--- src/rtl/alu_toggle_monitor.sv ---
// rtl/alu_toggle_monitor.sv - windowed Hamming-distance switching monitor for registered ALU outputs
// Flags windows whose accumulated toggle count falls outside a programmable golden band.
module alu_toggle_monitor #(
  parameter int WIN_LEN = 64,
  parameter int CNT_W   = 10
) (
  input  logic             clk,
  input  logic             rst,
  input  logic             start,
  input  logic [CNT_W-1:0] thr_lo,
  input  logic [CNT_W-1:0] thr_hi,
  input  logic             sample_valid,
  input  logic [3:0]       result,
  input  logic             carry,
  input  logic             zero,
  input  logic             overflow,
  output logic             busy,
  output logic             done,
  output logic             anomaly,
  output logic             saturated,
  output logic [CNT_W-1:0] toggle_total,
  output logic [2:0]       peak_toggles
);

  localparam logic [1:0] ST_IDLE   = 2'd0;
  localparam logic [1:0] ST_PRIME  = 2'd1;
  localparam logic [1:0] ST_ACCUM  = 2'd2;
  localparam logic [1:0] ST_REPORT = 2'd3;

  localparam int               SC_W    = $clog2(WIN_LEN + 1);
  localparam logic [SC_W-1:0]  SC_LAST = SC_W'(WIN_LEN - 1);
  localparam logic [CNT_W-1:0] CNT_MAX = '1;

  logic [1:0]       state;
  logic [6:0]       prev;
  logic [6:0]       obs;
  logic [6:0]       diff;
  logic [2:0]       hd;
  logic [SC_W-1:0]  sample_cnt;
  logic [CNT_W-1:0] thr_lo_q;
  logic [CNT_W-1:0] thr_hi_q;
  logic [CNT_W:0]   sum;

  assign obs  = {overflow, zero, carry, result};
  assign diff = obs ^ prev;
  assign busy = (state != ST_IDLE);

  always_comb begin
    hd = 3'd0;
    for (int i = 0; i < 7; i++) begin
      hd = hd + {2'b00, diff[i]};
    end
  end

  // One extra bit so an overflowing add is visible before clipping.
  assign sum = {1'b0, toggle_total} + (CNT_W + 1)'(hd);

  always_ff @(posedge clk or posedge rst) begin
    if (rst) begin
      state        <= ST_IDLE;
      prev         <= '0;
      sample_cnt   <= '0;
      thr_lo_q     <= '0;
      thr_hi_q     <= '0;
      done         <= 1'b0;
      anomaly      <= 1'b0;
      saturated    <= 1'b0;
      toggle_total <= '0;
      peak_toggles <= '0;
    end else begin
      done <= 1'b0;
      case (state)
        ST_IDLE: begin
          if (start) begin
            thr_lo_q     <= thr_lo;
            thr_hi_q     <= thr_hi;
            toggle_total <= '0;
            peak_toggles <= '0;
            saturated    <= 1'b0;
            anomaly      <= 1'b0;
            sample_cnt   <= '0;
            state        <= ST_PRIME;
          end
        end
        ST_PRIME: begin
          if (sample_valid) begin
            prev  <= obs;
            state <= ST_ACCUM;
          end
        end
        ST_ACCUM: begin
          if (sample_valid) begin
            if (sum > {1'b0, CNT_MAX}) begin
              toggle_total <= CNT_MAX;
              saturated    <= 1'b1;
            end else begin
              toggle_total <= sum[CNT_W-1:0];
            end
            if (hd > peak_toggles) begin
              peak_toggles <= hd;
            end
            prev       <= obs;
            sample_cnt <= sample_cnt + 1'b1;
            if (sample_cnt == SC_LAST) begin
              state <= ST_REPORT;
            end
          end
        end
        default: begin
          anomaly <= (toggle_total < thr_lo_q) | (toggle_total > thr_hi_q) | saturated;
          done    <= 1'b1;
          state   <= ST_IDLE;
        end
      endcase
    end
  end

endmodule

--- config.mk ---
export PLATFORM = sky130hd
export DESIGN_NAME = alu_toggle_monitor
export DESIGN_NICKNAME = d
export VERILOG_FILES = /design/src/rtl/alu_toggle_monitor.sv
export SDC_FILE = /design/constraint.sdc
export NUM_CORES = 1
export LEC_CHECK = 0
export CORE_UTILIZATION = 55
export CTS_CLUSTER_SIZE = 25
export DETAILED_ROUTE_END_ITERATION = 7
export HOLD_SLACK_MARGIN = 0.12
export PLACE_DENSITY = 0.81
export SLEW_MARGIN = 20
export SYNTH_ARGS = -nofsm -noshare
export SYNTH_HDL_FRONTEND = slang
export SYNTH_SLANG_ARGS = --single-unit
--- constraint.sdc ---
create_clock -name clk -period 10 [get_ports clk]
set_clock_uncertainty 0.15 [all_clocks]
set_input_delay 2 -clock clk [delete_from_list [all_inputs] [get_ports clk]]
set_output_delay 2 -clock clk [all_outputs]
set_load 0.01 [all_outputs]
==> results of run 1 <==
[routing by layer]
| layer | part of all wire | wire length [um] | vias up |
|---|---|---|---|
| li1 | - | - | 1119 |
| met1 | 0.45 | 2820 | 1108 |
| met2 | 0.49 | 3030 | 65 |
| met3 | 0.041 | 254 | 9 |
| met4 | 0.018 | 109 | 0 |
| met5 | 0 | 0 | - |
[worst register-to-register path: stages, from the launching register on]
cell,delay (ps)
sky130_fd_sc_hd__dfrtp_1,390
sky130_fd_sc_hd__xor2_1,180
sky130_fd_sc_hd__fa_1,530
sky130_fd_sc_hd__inv_1,50
sky130_fd_sc_hd__fa_1,500
sky130_fd_sc_hd__fa_1,450
sky130_fd_sc_hd__fa_1,540
sky130_fd_sc_hd__inv_1,80
sky130_fd_sc_hd__ha_1,290
sky130_fd_sc_hd__nor2b_1,140
sky130_fd_sc_hd__o21a_1,160
sky130_fd_sc_hd__o211ai_1,330
sky130_fd_sc_hd__o211ai_1,140
sky130_fd_sc_hd__o21ai_0,110
[cell families after synthesis]
| group | Yosys count | share of synthesized area |
|---|---|---|
| XOR/XNOR | 12 | 0.0340 |
| flip-flops | 52 | 0.421 |
| AO/OA/AOI/OAI | 64 | 0.136 |
| adder cells (fa/ha/maj) | 35 | 0.154 |
| buffers and inverters | 41 | 0.0547 |
| multiplexers | 28 | 0.103 |
| AND/OR/NAND/NOR | 59 | 0.0968 |
[cells in the mapped netlist (all sizes together), types with 6 or more instances]
| cell type | count | area share |
|---|---|---|
| a21oi | 9 | 0.015 |
| dfrtp | 52 | 0.42 |
| ha | 30 | 0.12 |
| inv | 36 | 0.044 |
| mux2 | 28 | 0.10 |
| nand2 | 19 | 0.023 |
| nand4 | 6 | 0.012 |
| nor2 | 14 | 0.017 |
| o21ai | 24 | 0.041 |
| xor2 | 7 | 0.020 |
[power groups by stage]
stage | Combinational [mW] | Sequential (mW) | Clock (mW)
2_1_floorplan | 0.559 | 0.338 | 0
3_3_place_gp | 0.685 | 0.344 | 0
3_5_place_dp | 0.723 | 0.349 | 0
4_1_cts | 0.726 | 0.344 | 0.129
5_1_grt | 0.830 | 0.355 | 0.138
6_report | 0.718 | 0.345 | 0.127
[flip-flops by register name, indices dropped and copies added (netlist names)]
| name | count |
|---|---|
| saturated | 1 |
| thr_hi_q | 10 |
| done | 1 |
| peak_toggles | 3 |
| state | 2 |
| thr_lo_q | 10 |
| anomaly | 1 |
| sample_cnt | 7 |
| prev | 7 |
| toggle_total | 10 |
[area by class of cell]
class	instances	area (um2)
multi-input combinational	198	1620
fill	405	1560
sequential	52	1300
timing repair buffer	47	470
inverter	36	136
tap	70	87.6
clock buffer	7	86.3
clock inverter	1	7.51
[worst max-delay path by stage]
stage	from	to	slack, ps	depth (start not counted)
2_1_floorplan	result[0]	peak_toggles[0]$_DFFE_PP0P_	4460	13
3_3_place_gp	result[0]	peak_toggles[0]$_DFFE_PP0P_	3910	14
3_5_place_dp	result[0]	peak_toggles[0]$_DFFE_PP0P_	3820	14
4_1_cts	result[0]	peak_toggles[0]$_DFFE_PP0P_	4160	14
5_1_grt	result[0]	peak_toggles[1]$_DFFE_PP0P_	3920	14
6_report	result[0]	peak_toggles[1]$_DFFE_PP0P_	4170	14
[stage by stage]
step                      hold WS (ps)  instance area [um2]  power, mW
after floorplan                    324                 3090      0.896
after global placement             338                 3610       1.03
after detailed placement           343                 3610       1.07
after CTS                          365                 3710       1.20
after global routing               382                 3710       1.32
final                              362                 3710       1.19
==> results.sh, run 1 <==
export IMPL_finalWeightedCongestion=0.856
export IMPL_drcViolationCount=0
export IMPL_p_sw_mw=0.505
export IMPL_detail_route_wirelength_um=6210
export IMPL_pin_count_of_the_biggest_net_entering_global_routing=53
export IMPL_netlist_area_um2=3090
export IMPL_post_route_period_util=0.583
export IMPL_tightest_slew_ps=999
export IMPL_max_cap_violations=0
export IMPL_r2r_slack_ps=5900
export IMPL_maximum_clock_frequency_ghz=0.172
export IMPL_grt_busiest_layer="met2"
export IMPL_synthesis_nets=357
export IMPL_cp_data_required_time_ps=10080
export IMPL_critical_path_top_delay_family="adder cells"
export IMPL_ant_nets=0
export IMPL_dp_worst_setup_slack_ps=3820
export IMPL_clock_power_share=0.107
export IMPL_wl_per_cell_um=15.1
export IMPL_syn_avg_cell_area_um2=10.6
export IMPL_antenna_diode_count=0
export IMPL_path_cells="clkdlybuf4s50_1, xor2_1, fa_1, inv_1, fa_1, fa_1, fa_1, inv_1, ha_1, nor2b_1, o21a_1, o211ai_1, o211ai_1, o21ai_0"
export IMPL_timing_hold_worst_path_depth=1
export IMPL_final_cells=411
export IMPL_yosys_warnings=0
export IMPL_worstSkewPairLatency_ps=310
export IMPL_setup_worst_path_start_class="input port"
export IMPL_area_growth_syn_to_layout_pct=20.0
export IMPL_post_cts_repair_setup_buffers=0
export IMPL_worst_ir_drop_vdd_mv=0.237
export IMPL_place_port_buffers=47
export IMPL_postCtsHoldBufs=0
export IMPL_mostFrequentLayoutCell="sky130_fd_sc_hd__dfrtp_1"
export IMPL_grtUsageMet3=0.0298
export IMPL_worst_path_max_delay_cell="sky130_fd_sc_hd__fa_1"
export IMPL_globalRouteTotalUtil=0.230
export IMPL_worstReg2RegEnd="peak_toggles[1]$_DFFE_PP0P_"
export IMPL_io_pins=48
export IMPL_postSynthCellCount=291
export IMPL_global_route_usage_met2=0.391
export IMPL_setup_violations_final=0
export IMPL_share_of_post_route_cells_with_drive_strength_above_1=0.129
export IMPL_postLayoutCoreUtil=0.704
export IMPL_placed_cells=403
export IMPL_switching_share=0.425
export IMPL_global_route_congestion_overflow_total=0
export IMPL_final_hold_violation_count=0
export IMPL_initialDrtViolationCount=96
export IMPL_postCtsResizedCells=0
export IMPL_antenna_violations_before_repair=0
export IMPL_htree_levels=2
export IMPL_timing_critical_path_mode_cell="sky130_fd_sc_hd__fa_1"
export IMPL_rr_startpoint="prev[0]$_DFFE_PP0P_"
export IMPL_synth_distinct_cells=47
export IMPL_cts_buffers=5
export IMPL_run_status="finished clean"
export IMPL_clock_sinks=52
export IMPL_critical_path_max_fanout=6
export IMPL_vias_per_cell=5.60
export IMPL_timing_hold_worst_class="flop to flop"
export IMPL_core_footprint_um2=5270
export IMPL_rsz0062_at_grt="false"
export IMPL_layout_cells_most_common_list="sky130_fd_sc_hd__dfrtp_1 (52), sky130_fd_sc_hd__clkdlybuf4s50_1 (47), sky130_fd_sc_hd__inv_1 (35), sky130_fd_sc_hd__ha_1 (30), sky130_fd_sc_hd__mux2_2 (27)"
export IMPL_first_global_vias=2236
export IMPL_die_width_um=76.9
export IMPL_ys_async_sr_fraction=1.00
export IMPL_tritoncts_clock_tree="built"
export IMPL_clk_path_buf_depth=2
export IMPL_num_rows=26
export IMPL_dr_pass1_iters=4
export IMPL_timing_setup_tns_ps=0
export IMPL_synth_ff_type="sky130_fd_sc_hd__dfrtp_1"
export IMPL_worstSetupEndpointType="flop"
export IMPL_synth_edff_count=0
export IMPL_register_bit_count_reported_by_yosys=52
export IMPL_worstPathBufferInverterCount=3
export IMPL_slew_limit_headroom=0.332
export IMPL_critical_path_class="input port to flop"
export IMPL_dieHeight_um=76.9
export IMPL_route_vias_total=2301
export IMPL_layout_nets=406
export IMPL_global_route_usage_met1=0.301
export IMPL_comb_power_share=0.603
export IMPL_total_die_area_um2=5920
export IMPL_root_buffer="sky130_fd_sc_hd__clkbuf_8"
export IMPL_power_frac_seq=0.290
export IMPL_power_per_cell_area_nw_per_um2=321
export IMPL_leakage_nw=1.72
export IMPL_worstPathArrival_ps=5910
export IMPL_hold_start="thr_lo_q[6]$_DFFE_PP0P_"
export IMPL_hold_path_endpoint="thr_lo_q[6]$_DFFE_PP0P_"
export IMPL_ys_seq_area_frac=0.421
export IMPL_clk_pin_slew_worst_paths_ps=100
export IMPL_critPathMaxStageDelay_ps=540
export IMPL_worst_r2r_cell_count=13
export IMPL_final_period_minus_worst_setup_slack_ps=5830
export IMPL_hpwlAfterDp_um=4650
export IMPL_timing_final_max_slew_violations=0
export IMPL_grt_pass1_wl_um=10700
export IMPL_p_int_mw=0.684
export IMPL_final_setup_worst_slack_ps=4170
export IMPL_floorplan_initialDensity=0.586
No activity file was read; power rests on OpenSTA's default activity.
==> run 2: changes to the inputs <==
--- a/config.mk
+++ b/config.mk
@@ -5,11 +5,11 @@
 export SDC_FILE = /design/constraint.sdc
 export NUM_CORES = 1
 export LEC_CHECK = 0
-export CORE_UTILIZATION = 55
+export CORE_UTILIZATION = 54
 export CTS_CLUSTER_SIZE = 25
 export DETAILED_ROUTE_END_ITERATION = 7
 export HOLD_SLACK_MARGIN = 0.12
-export PLACE_DENSITY = 0.81
+export PLACE_DENSITY = 0.8
 export SLEW_MARGIN = 20
 export SYNTH_ARGS = -nofsm -noshare
 export SYNTH_HDL_FRONTEND = slang
==> constraint.sdc (replaced) <==
create_clock -name clk -period 5.4 [get_ports clk]
set_clock_uncertainty 0.15 [all_clocks]
set_input_delay 1.08 -clock clk [delete_from_list [all_inputs] [get_ports clk]]
set_output_delay 1.08 -clock clk [all_outputs]
set_load 0.01 [all_outputs]
==> run 2 against run 1 <==
  * Final cell count up 0.73%
  * Clock-buffer cell count up 1
  * Design area up 0.17%
  * Routed wire length up 0.72%
  * Non-clock buffer count up 1
  * First-iteration DRC count down 2.1%
  * Die area up 1.8%
  * Clock power up 84%
  * Sequential power up 85%
  * Total power up 86%
  * Worst hold slack better by 1.2 ps
  * Sequential share of layout area down 0.059 points
  * Largest cell class unchanged
==> results.sh, run 2 (synthesis results as in run 1) <==
export IMPL_run_status="finished clean"
export IMPL_leakage_nw=1.72
export IMPL_finalWeightedCongestion=0.851
export IMPL_maximum_clock_frequency_ghz=0.202
export IMPL_final_period_minus_worst_setup_slack_ps=4950
export IMPL_timing_hold_worst_class="flop to flop"
export IMPL_post_cts_repair_setup_buffers=0
export IMPL_clock_sinks=52
export IMPL_slew_limit_headroom=0.403
export IMPL_detail_route_wirelength_um=6260
export IMPL_layout_cells_most_common_list="sky130_fd_sc_hd__dfrtp_1 (52), sky130_fd_sc_hd__clkdlybuf4s50_1 (47), sky130_fd_sc_hd__inv_1 (35), sky130_fd_sc_hd__ha_1 (30), sky130_fd_sc_hd__mux2_2 (27)"
export IMPL_cp_data_required_time_ps=5490
export IMPL_antenna_diode_count=0
export IMPL_worst_ir_drop_vdd_mv=0.477
export IMPL_post_route_period_util=0.917
export IMPL_timing_hold_worst_path_depth=1
export IMPL_postCtsHoldBufs=0
export IMPL_dr_pass1_iters=4
export IMPL_die_width_um=77.6
export IMPL_rr_startpoint="prev[0]$_DFFE_PP0P_"
export IMPL_critical_path_class="input port to flop"
export IMPL_route_vias_total=2337
export IMPL_root_buffer="sky130_fd_sc_hd__clkbuf_8"
export IMPL_antenna_violations_before_repair=0
export IMPL_tightest_slew_ps=895
export IMPL_pin_count_of_the_biggest_net_entering_global_routing=53
export IMPL_critical_path_max_fanout=6
export IMPL_rsz0062_at_grt="false"
export IMPL_cts_buffers=5
export IMPL_critical_path_top_delay_family="adder cells"
export IMPL_globalRouteTotalUtil=0.230
export IMPL_io_pins=48
export IMPL_floorplan_initialDensity=0.561
export IMPL_first_global_vias=2305
export IMPL_num_rows=27
export IMPL_initialDrtViolationCount=94
export IMPL_grt_pass1_wl_um=10800
export IMPL_core_footprint_um2=5510
export IMPL_worstPathBufferInverterCount=3
export IMPL_r2r_slack_ps=1250
export IMPL_clk_pin_slew_worst_paths_ps=90
export IMPL_clk_path_buf_depth=2
export IMPL_fill_cells=437
export IMPL_cp_depth=14
export IMPL_total_die_area_um2=6030
export IMPL_place_port_buffers=47
export IMPL_share_of_post_route_cells_with_drive_strength_above_1=0.129
export IMPL_final_hold_violation_count=0
export IMPL_final_setup_worst_slack_ps=449
export IMPL_postCtsResizedCells=0
export IMPL_drcViolationCount=0
export IMPL_area_growth_syn_to_layout_pct=20.3
export IMPL_htree_levels=2
export IMPL_worstSkewPairLatency_ps=310
export IMPL_vias_per_cell=5.64
export IMPL_setup_worst_path_start_class="input port"
export IMPL_mostFrequentLayoutCell="sky130_fd_sc_hd__dfrtp_1"
export IMPL_total_power_mw=2.22
export IMPL_timing_setup_tns_ps=0
export IMPL_layout_nets=407
export IMPL_hold_start="thr_lo_q[2]$_DFFE_PP0P_"
export IMPL_worst_r2r_cell_count=13
export IMPL_timing_critical_path_mode_cell="sky130_fd_sc_hd__fa_1"
export IMPL_max_cap_violations=0
export IMPL_largest_registers="thr_hi_q (10), thr_lo_q (10), toggle_total (10)"
export IMPL_wl_per_cell_um=15.1
export IMPL_worstPathArrival_ps=5040
export IMPL_critPathMaxStageDelay_ps=550
export IMPL_hpwlAfterDp_um=4700
export IMPL_setup_violations_final=0
export IMPL_timing_final_max_slew_violations=0
export IMPL_power_per_cell_area_nw_per_um2=596
export IMPL_dp_worst_setup_slack_ps=78.9
export IMPL_ant_nets=0
export IMPL_dieHeight_um=77.6
export IMPL_worstReg2RegEnd="peak_toggles[0]$_DFFE_PP0P_"
export IMPL_worstSetupEndpointType="flop"
export IMPL_global_route_congestion_overflow_total=0
export IMPL_tritoncts_clock_tree="built"
export IMPL_hold_path_endpoint="thr_lo_q[2]$_DFFE_PP0P_"
export IMPL_worst_path_max_delay_cell="sky130_fd_sc_hd__fa_1"
export IMPL_path_cells="clkdlybuf4s50_1, xor2_1, fa_1, inv_1, fa_1, fa_1, fa_1, inv_1, ha_1, nor2b_1, o21a_1, o211ai_1, o211ai_1, o21ai_0"
[run 2: through the flow]
stage          area (um2)  instances   util  hold slack [ps]
4_1_cts              3710        414  0.674              365
3_5_place_dp         3620        406  0.658              344
5_1_grt              3710        414  0.675              392
6_report             3710        414  0.675              363
2_1_floorplan        3090        291      -              324
3_3_place_gp         3620        406  0.658              339
[run 2: routing by layer]
layer  track usage  vias to the layer above  part of all wire
met5             0                        -                 0
met4        0.0679                        0             0.012
met3        0.0506                        8             0.048
met2         0.383                       69              0.50
met1         0.300                     1134              0.44
li1              -                     1126                 -
[run 2: worst max-delay path by stage]
stage / startpoint / slack (ps) / end
CTS: result[0] / 420 / peak_toggles[0]$_DFFE_PP0P_
global placement: result[0] / 260 / peak_toggles[0]$_DFFE_PP0P_
global route: result[1] / 170 / peak_toggles[0]$_DFFE_PP0P_
finish: result[0] / 450 / peak_toggles[0]$_DFFE_PP0P_
floorplan: result[0] / 780 / peak_toggles[0]$_DFFE_PP0P_
detailed placement: result[0] / 80 / peak_toggles[0]$_DFFE_PP0P_
[run 2: where the power goes]
part / internal (mW) / total, mW / switching (mW)
Sequential: 0.538 / 0.638 / 0.100
Combinational: 0.630 / 1.34 / 0.714
Clock: 0.105 / 0.234 / 0.129
Total: 1.27 / 2.22 / 0.944
[run 2: cell type report]
type / instances / area [um2] / area share
well taps: 72 / 90.1 / 0.0243
inverters: 36 / 136 / 0.0367
repair buffers: 48 / 478 / 0.129
flip-flops and latches: 52 / 1300 / 0.350
multi-input cells: 198 / 1620 / 0.436
clock buffers: 8 / 90.1 / 0.0243
[run 2: worst reg2reg max path, delay by kind of cell, from the launching register on]
| kind | cells | cell delay (ps) |
|---|---|---|
| AO/OA/AOI/OAI | 4 | 750 |
| buffers and inverters | 2 | 150 |
| adder cells (fa/ha/maj) | 5 | 2330 |
| AND/OR/NAND/NOR | 1 | 140 |
| flip-flops | 1 | 390 |
| XOR/XNOR | 1 | 180 |
==> run 3: changes to the inputs <==
--- a/config.mk
+++ b/config.mk
@@ -10,7 +10,6 @@
 export DETAILED_ROUTE_END_ITERATION = 7
 export HOLD_SLACK_MARGIN = 0.12
 export PLACE_DENSITY = 0.8
-export SLEW_MARGIN = 20
 export SYNTH_ARGS = -nofsm -noshare
 export SYNTH_HDL_FRONTEND = slang
 export SYNTH_SLANG_ARGS = --single-unit
==> run 3 against run 2 <==
  * Worst setup slack about the same
  * Worst hold slack gained 1.3 ps
  * Sequential share of layout area is essentially flat
  * Register-to-register slack hardly changed
  * Utilization barely moved
  * Largest cell class unchanged
==> results.sh, run 3 (synthesis results as in run 1) <==
export IMPL_critical_path_max_fanout=6
export IMPL_worst_ir_drop_vdd_mv=0.476
export IMPL_clk_path_buf_depth=2
export IMPL_rsz0062_at_grt="false"
export IMPL_critical_path_class="input port to flop"
export IMPL_share_of_post_route_cells_with_drive_strength_above_1=0.129
export IMPL_timing_hold_worst_class="flop to flop"
export IMPL_worst_path_max_delay_cell="sky130_fd_sc_hd__fa_1"
export IMPL_timing_critical_path_from="result[0]"
export IMPL_worstPathArrival_ps=5040
export IMPL_hold_start="thr_lo_q[2]$_DFFE_PP0P_"
export IMPL_area_growth_syn_to_layout_pct=20.2
export IMPL_initialDrtViolationCount=114
export IMPL_slew_limit_headroom=0.275
export IMPL_global_route_congestion_overflow_total=0
export IMPL_num_rows=27
export IMPL_ant_nets=0
export IMPL_pin_count_of_the_biggest_net_entering_global_routing=53
export IMPL_antenna_diode_count=0
export IMPL_antenna_violations_before_repair=0
export IMPL_critical_path_top_delay_family="adder cells"
export IMPL_postPlaceCellArea_um2=3620
export IMPL_clock_sinks=52
export IMPL_critPathMaxStageDelay_ps=550
export IMPL_multi_input_gate_area_in_the_final_layout_um2=1620
export IMPL_globalRouteTotalUtil=0.230
export IMPL_timing_final_max_slew_violations=0
export IMPL_first_global_vias=2305
export IMPL_worstSkewPairLatency_ps=310
export IMPL_floorplan_initialDensity=0.561
export IMPL_mostFrequentLayoutCell="sky130_fd_sc_hd__dfrtp_1"
export IMPL_final_period_minus_worst_setup_slack_ps=4950
export IMPL_hold_path_endpoint="thr_lo_q[2]$_DFFE_PP0P_"
export IMPL_final_area_um2=3710
export IMPL_hpwlAfterDp_um=4700
export IMPL_setup_violations_final=0
export IMPL_power_per_cell_area_nw_per_um2=597
export IMPL_detail_route_wirelength_um=6270
export IMPL_setup_worst_path_start_class="input port"
export IMPL_core_footprint_um2=5510
export IMPL_maximum_clock_frequency_ghz=0.202
export IMPL_total_die_area_um2=6030
export IMPL_die_width_um=77.6
export IMPL_root_buffer="sky130_fd_sc_hd__clkbuf_8"
export IMPL_post_cts_repair_setup_buffers=0
export IMPL_route_vias_total=2341
export IMPL_postCtsResizedCells=0
export IMPL_layout_cells_most_common_list="sky130_fd_sc_hd__dfrtp_1 (52), sky130_fd_sc_hd__clkdlybuf4s50_1 (47), sky130_fd_sc_hd__inv_1 (35), sky130_fd_sc_hd__ha_1 (30), sky130_fd_sc_hd__mux2_2 (27)"
export IMPL_final_hold_violation_count=0
export IMPL_grt_pass1_wl_um=10800
export IMPL_place_port_buffers=47
export IMPL_dp_worst_setup_slack_ps=78.9
export IMPL_postCtsHoldBufs=0
export IMPL_drcViolationCount=0
export IMPL_worstPathBufferInverterCount=3
export IMPL_cts_buffers=5
export IMPL_dieHeight_um=77.6
export IMPL_register_area_um2=1300
export IMPL_post_route_period_util=0.917
export IMPL_run_status="finished clean"
export IMPL_finalWeightedCongestion=0.851
export IMPL_max_cap_violations=0
export IMPL_tritoncts_clock_tree="built"
export IMPL_clk_pin_slew_worst_paths_ps=90
export IMPL_fill_cells=436
export IMPL_placed_cells=406
export IMPL_htree_levels=2
export IMPL_path_cells="clkdlybuf4s50_1, xor2_1, fa_1, inv_1, fa_1, fa_1, fa_1, inv_1, ha_1, nor2b_1, o21a_1, o211ai_1, o211ai_1, o21ai_0"
export IMPL_vias_per_cell=5.65
export IMPL_io_pins=48
export IMPL_r2r_slack_ps=1240
export IMPL_timing_critical_path_mode_cell="sky130_fd_sc_hd__fa_1"
export IMPL_largest_registers="thr_hi_q (10), thr_lo_q (10), toggle_total (10)"
export IMPL_wl_per_cell_um=15.1
export IMPL_tightest_slew_ps=1090
export IMPL_timing_setup_tns_ps=0
export IMPL_cp_data_required_time_ps=5480
export IMPL_layout_nets=407
export IMPL_dr_pass1_iters=4
export IMPL_leakage_nw=1.72
export IMPL_rr_startpoint="prev[0]$_DFFE_PP0P_"
export IMPL_timing_hold_worst_path_depth=1
export IMPL_worst_r2r_cell_count=13
export IMPL_final_cells=414
export IMPL_final_setup_worst_slack_ps=448
export IMPL_worstSetupEndpointType="flop"
export IMPL_worstReg2RegEnd="peak_toggles[0]$_DFFE_PP0P_"
## run 3: cell count changes in the layout (fill, tap and decap cells not counted), sizes merged
cell / change
clkinv: -1
inv: +1
## run 3: report_power, final
| group | switching, mW | total, mW | internal (mW) |
|---|---|---|---|
| clock | 0.128 | 0.233 | 0.105 |
| sequential | 0.101 | 0.638 | 0.538 |
| combinational | 0.714 | 1.34 | 0.629 |
| total | 0.943 | 2.22 | 1.27 |
## run 3: how the worst max path moves through the flow
stage / endpoint / slack, ps / depth (start not counted)
2_1_floorplan: peak_toggles[0]$_DFFE_PP0P_ / 780 / 13
3_3_place_gp: peak_toggles[0]$_DFFE_PP0P_ / 260 / 14
6_report: peak_toggles[0]$_DFFE_PP0P_ / 450 / 14
3_5_place_dp: peak_toggles[0]$_DFFE_PP0P_ / 80 / 14
5_1_grt: peak_toggles[0]$_DFFE_PP0P_ / 170 / 14
4_1_cts: peak_toggles[0]$_DFFE_PP0P_ / 420 / 14
## run 3: area by class of cell
class	count	area share
sequential	52	0.350
timing repair buffer	48	0.129
multi-input combinational	198	0.436
clock buffer	8	0.0243
tap	72	0.0243
inverter	36	0.0364
## run 3: stage by stage
stage          utilization  power [mW]  hold slack (ps)
2_1_floorplan            -        1.66              324
3_3_place_gp         0.658        1.90              339
3_5_place_dp         0.658        1.99              344
4_1_cts              0.674        2.23              365
5_1_grt              0.674        2.45              392
6_report             0.674        2.22              365
## run 3: per-layer routing
layer / GRT usage / routed length [um] / vias up
met3: 0.0506 / 309 / 10
met1: 0.300 / 2810 / 1142
met4: 0.0679 / 111 / 0
li1: - / - / 1123
met2: 0.383 / 3040 / 66
met5: 0 / 0 / -
==> edit 1 (flow settings as in run 3) <==
Add an input register stage for `thr_lo`; this delays it by one clock. The other inputs are not delayed to match.
--- a/src/rtl/alu_toggle_monitor.sv
+++ b/src/rtl/alu_toggle_monitor.sv
@@ -30,6 +30,12 @@
   localparam int               SC_W    = $clog2(WIN_LEN + 1);
   localparam logic [SC_W-1:0]  SC_LAST = SC_W'(WIN_LEN - 1);
   localparam logic [CNT_W-1:0] CNT_MAX = '1;
+
+  logic [CNT_W-1:0] thr_lo_r;
+
+  always_ff @(posedge clk) begin
+    thr_lo_r <= thr_lo;
+  end
 
   logic [1:0]       state;
   logic [6:0]       prev;
@@ -72,7 +78,7 @@
       case (state)
         ST_IDLE: begin
           if (start) begin
-            thr_lo_q     <= thr_lo;
+            thr_lo_q     <= thr_lo_r;
             thr_hi_q     <= thr_hi;
             toggle_total <= '0;
             peak_toggles <= '0;
Formal check against the unedited RTL: same outputs for any inputs over 4 cycles, from zero or initial values and one cycle with rst high; that may be too few to reach the edited logic, so the function may still have changed.
==> edit 1 against run 3 <==
Routed wire length is 7.8% higher; synthesized area is 8.7% higher; total power is 19% higher; critical path depth stayed put; cell area is 11% higher; setup slack worse by 0.071 ns; global-route usage is 1.4 points higher; sequential cell count is 10 higher; critical endpoint unchanged; highest routed layer unchanged.
==> edit 1: results (changes against run 3) <==
Run status
  • Status: completed

Detailed routing
  • M1 WL: 2.98 mm (+6.2%)
  • Met2 WL post-DR: 3.23 mm (+6.4%)
  • Routed length per instance: 15.5 µm (+2.6%)
  • Via count: 2415 (+3.2%)
  • Initial drt markers: 140 (+23%)
  • Met3 routed WL: 418 µm (+35%)

STA
  • Smallest hold slack: 0.314 ns (-0.0504 ns)
  • Worst rel slew slack: 0.282 (+0.00699)

Synthesis
  • Net Count, Synth: 370 (+3.6%)
  • Top cells by area, synth: dfrtp_1 39%, ha_1 11%, mux2_2 9.1%, dfxtp_1 6.0%, inv_1 4.2%
  • Async set or reset register ratio after synthesis: 0.839 (-0.161)
  • Synth Area in Compound Gates: 0.135 (-0.000892)
  • Post-Synth XOR/XNOR Area: 0.0287 (-0.00534)
  • Count of cell types in the netlist: 48 (+2.1%)
  • Top cells by count, synth: 52 x dfrtp_1, 38 x inv_1, 30 x ha_1
  • Post-synthesis sequential area ratio: 0.447 (+0.0257)
  • Mux contribution to synthesized area: 0.107 (+0.00398)
  • Adder-cell share of the synthesized area: 0.142 (-0.0124)

Clock network
  • Clk Latency, worst-skew pair: 0.35 ns (+0.04 ns)
  • Inserted Clock Buffers: 9 (+4)
  • Resized Gates After CTS: 0 (unchanged)
  • Clock slew at reported path FFs: 0.07 ns (-0.02 ns)
  • H-tree depth: 3 (+1)

Power and ir drop
  • Switch share: 0.399 (-0.0273)
  • Reg power frac: 0.272 (-0.016)
  • P_leak: 1.90 nW (+10%)
  • Comb pwr share: 0.538 (-0.069)
  • VDD IR-drop max: 0.554 mV (+16%)

GRT
  • Busiest grt layer: met2
  • Vias in the first global route: 2512 (+9.0%)
  • First-pass GRT wire length: 11.8 mm (+9.1%)
  • Met3 Use GR: 0.0461 (-0.00452)
  • GR Util All Layers: 0.244 (+0.0140)
  • GR Layer Usage met1: 0.310 (+0.00991)
  • Met2 usage: 0.392 (+0.00925)

Critical path
  • Setup slack, reg-to-reg: 1.15 ns (-0.09 ns)
  • Crit path DAT: 5.11 ns (+0.07 ns)
  • Worst-path fanout max: 3 (-3)

Final layout
  • Filler instances: 470 (+7.8%)
  • Final nets: 421 (+3.4%)
  • Layout cells sized above 1: 0.153 (+0.0241)

Min path
  • Hold Path Stages: 1 (unchanged)
  • Beginning of the worst hold path: thr_lo_r[9]$_DFF_P_
  • Hold Path End: thr_lo_q[9]$_DFFE_PP0P_

Place
  • DP Wirelength: 4.80 mm (+2.3%)
  • Placed Area: 0.00387 mm² (+6.9%)
  • Final Wtd Congestion: 0.903 (+6.1%)
==> edit 1: cell count changes in the layout (fill, tap and decap cells not counted), sizes merged, moves of 3 or more <==
cell and change:
dfxtp +10, nand2 -7, a22o +4, nor2b +4, bufinv +3, mux2i +3
nand4 -3, o211ai -3
==> edit 1: final cells by class <==
cell class | instances | area [µm²] | share of cell area
Sequential cell | 62 | 1500 | 0.364
Clock buffer | 9 | 124 | 0.0301
Clock inverter | 7 | 123 | 0.0298
Tap cell | 75 | 93.8 | 0.0228
Inverter | 38 | 143 | 0.0346
Timing Repair Buffer | 47 | 470 | 0.114
Multi-Input combinational cell | 197 | 1670 | 0.404
==> edit 1: per-stage QoR <==
stage / instances / power [mW] / worst slack [ns] / util
after floorplan: 304 / 1.80 / 0.636 / -
after global placement: 419 / 2.06 / 0.109 / 0.651
after detailed placement: 419 / 2.14 / 0.00407 / 0.651
after CTS: 435 / 2.66 / 0.379 / 0.692
after global routing: 435 / 2.92 / 0.144 / 0.692
final: 435 / 2.65 / 0.378 / 0.692
==> edit 2 (flow settings as in run 3) <==
Made on the original files. The parameter `WIN_LEN` goes from 64 to 128.
--- a/src/rtl/alu_toggle_monitor.sv
+++ b/src/rtl/alu_toggle_monitor.sv
@@ -1,7 +1,7 @@
 // rtl/alu_toggle_monitor.sv - windowed Hamming-distance switching monitor for registered ALU outputs
 // Flags windows whose accumulated toggle count falls outside a programmable golden band.
 module alu_toggle_monitor #(
-  parameter int WIN_LEN = 64,
+  parameter int WIN_LEN = 128,
   parameter int CNT_W   = 10
 ) (
   input  logic             clk,
Check against the original RTL: no difference found for any inputs over 4 cycles, from zero or initial values and one cycle with rst high; that may be too few to reach the edited logic, so the function may still have changed.
==> edit 2 against run 3 <==
Setup slack worse by 0.12 ns; total power up 0.70%; die area up 2.3%; via count up 0.81%; synthesized area increased by 2.3%; routed wire length down 2.1%; sequential cell count is 1 higher; cell area rose by 2.3%.
==> edit 2: results (changes against run 3) <==
Synthesis
  • Async set or reset register ratio after synthesis: 1.00 (unchanged)
  • Mapped Cells: 296 (+1.7%)
  • Top cells by count, synth: 53 x dfrtp_1, 38 x inv_1, 30 x ha_1
  • Count of cell types in the netlist: 47 (unchanged)
  • Top cells by area, synth: dfrtp_1 42%, ha_1 12%, mux2_2 10%, inv_1 4.5%, fa_1 3.2%
  • Post-synthesis sequential area ratio: 0.420 (-0.00159)
  • Net Count, Synth: 362 (+1.4%)

Critical path
  • Worst reg2reg path depth: 12 (-1)
  • Reg2reg end: toggle_total[4]$_DFFE_PP0P_
  • Crit path DAT: 5.11 ns (+0.07 ns)
  • Worst-path fanout max: 8 (+2)
  • Setup slack, reg-to-reg: 1.14 ns (-0.10 ns)
  • Crit-path slowest cell: fa_1
  • CP max stage delay: 0.53 ns (-0.02 ns)
  • Worst Setup SP: result[0]

Clock network
  • Clock slew at reported path FFs: 0.09 ns (about the same)
  • Resized Gates After CTS: 0 (unchanged)

Final layout
  • Filler instances: 465 (+6.7%)
  • Antenna cells: 0 (unchanged)
  • Final nets: 412 (+1.2%)
  • Layout cells sized above 1: 0.121 (-0.00727)

Place
  • Final Wtd Congestion: 0.836 (-1.8%)
  • Placed Area: 0.00371 mm² (+2.5%)
  • DP Wirelength: 4.61 mm (-1.8%)

Detailed routing
  • Routed length per instance: 14.7 µm (-3.1%)
  • DRT Wirelength: 6.14 mm (-2.1%)
  • First-pass DRT Iterations: 4 (unchanged)
  • Via count: 2360 (+0.81%)
  • Initial drt markers: 108 (-5.3%)

Power and ir drop
  • VDD IR-drop max: 0.316 mV (-34%)
  • P_leak: 1.80 nW (+4.7%)

GRT
  • First-pass GRT wire length: 10.8 mm (+0.19%)
  • Vias in the first global route: 2459 (+6.7%)
  • Pin count of the biggest net entering global routing: 54 (+1.9%)
  • GR Util All Layers: 0.222 (-0.00812)

STA
  • Worst rel slew slack: 0.271 (-0.00422)

Min path
  • Worst hold path class: reg -> reg

Run status
  • Status: completed
[edit 2: worst register-to-register path: stages (launching register included)]
cell	delay [ns]
dfrtp_1	0.40
xor2_1	0.18
fa_1	0.53
inv_1	0.05
fa_1	0.50
fa_1	0.44
fa_1	0.37
inv_1	0.11
ha_1	0.28
nor2b_1	0.17
o2111ai_1	0.52
o21ai_0	0.20
a22o_1	0.26
[edit 2: cell type report]
type	count	area, µm²	share of cell area
multi-input cells	198	1660	0.437
flip-flops and latches	53	1330	0.349
repair buffers	50	493	0.130
inverters	38	143	0.0375
well taps	72	90.1	0.0237
clock buffers	7	86.3	0.0227
[edit 2: worst min-delay path by stage]
stage / cells after the start / end / from
floorplan: 1 / thr_lo_q[0]$_DFFE_PP0P_ / thr_lo_q[0]$_DFFE_PP0P_
global placement: 1 / thr_hi_q[1]$_DFFE_PP0P_ / thr_hi_q[1]$_DFFE_PP0P_
detailed placement: 1 / thr_hi_q[2]$_DFFE_PP0P_ / thr_hi_q[2]$_DFFE_PP0P_
CTS: 1 / thr_hi_q[2]$_DFFE_PP0P_ / thr_hi_q[2]$_DFFE_PP0P_
global route: 1 / thr_lo_q[4]$_DFFE_PP0P_ / thr_lo_q[4]$_DFFE_PP0P_
finish: 1 / thr_hi_q[2]$_DFFE_PP0P_ / thr_hi_q[2]$_DFFE_PP0P_
[edit 2: cell families (layout without fill, tap and decap cells)]
family | count (synthesis) | after routing | synth area share
compound gates | 64 | 64 | 0.135
simple gates | 54 | 54 | 0.0899
flops | 53 | 53 | 0.420
buf+inv | 45 | 95 | 0.0546
fa+ha+maj | 35 | 35 | 0.150
mux | 33 | 33 | 0.118
xor+xnor | 12 | 12 | 0.0333
[edit 2: metal layers]
metal	vias to the layer above	global-route usage	routed length [µm]
li1	1145	-	-
met1	1133	0.275	2700
met2	70	0.386	3040
met3	12	0.0419	292
met4	0	0.0741	102
met5	-	0	0
[edit 2: power by group]
group	total, mW	leakage [nW]	switching, mW	internal (mW)
combinational	1.37	1.09	0.712	0.658
sequential	0.635	0.668	0.0928	0.542
clock	0.226	0.0443	0.124	0.102
total	2.23	1.80	0.928	1.30
[edit 2: metrics by stage]
step / hold slack, ns / util / setup slack (ns)
after floorplan: 0.321 / - / 0.659
after global placement: 0.340 / 0.666 / 0.138
after detailed placement: 0.346 / 0.666 / 0.0230
after CTS: 0.367 / 0.682 / 0.346
after global routing: 0.387 / 0.682 / 0.145
final: 0.359 / 0.682 / 0.333
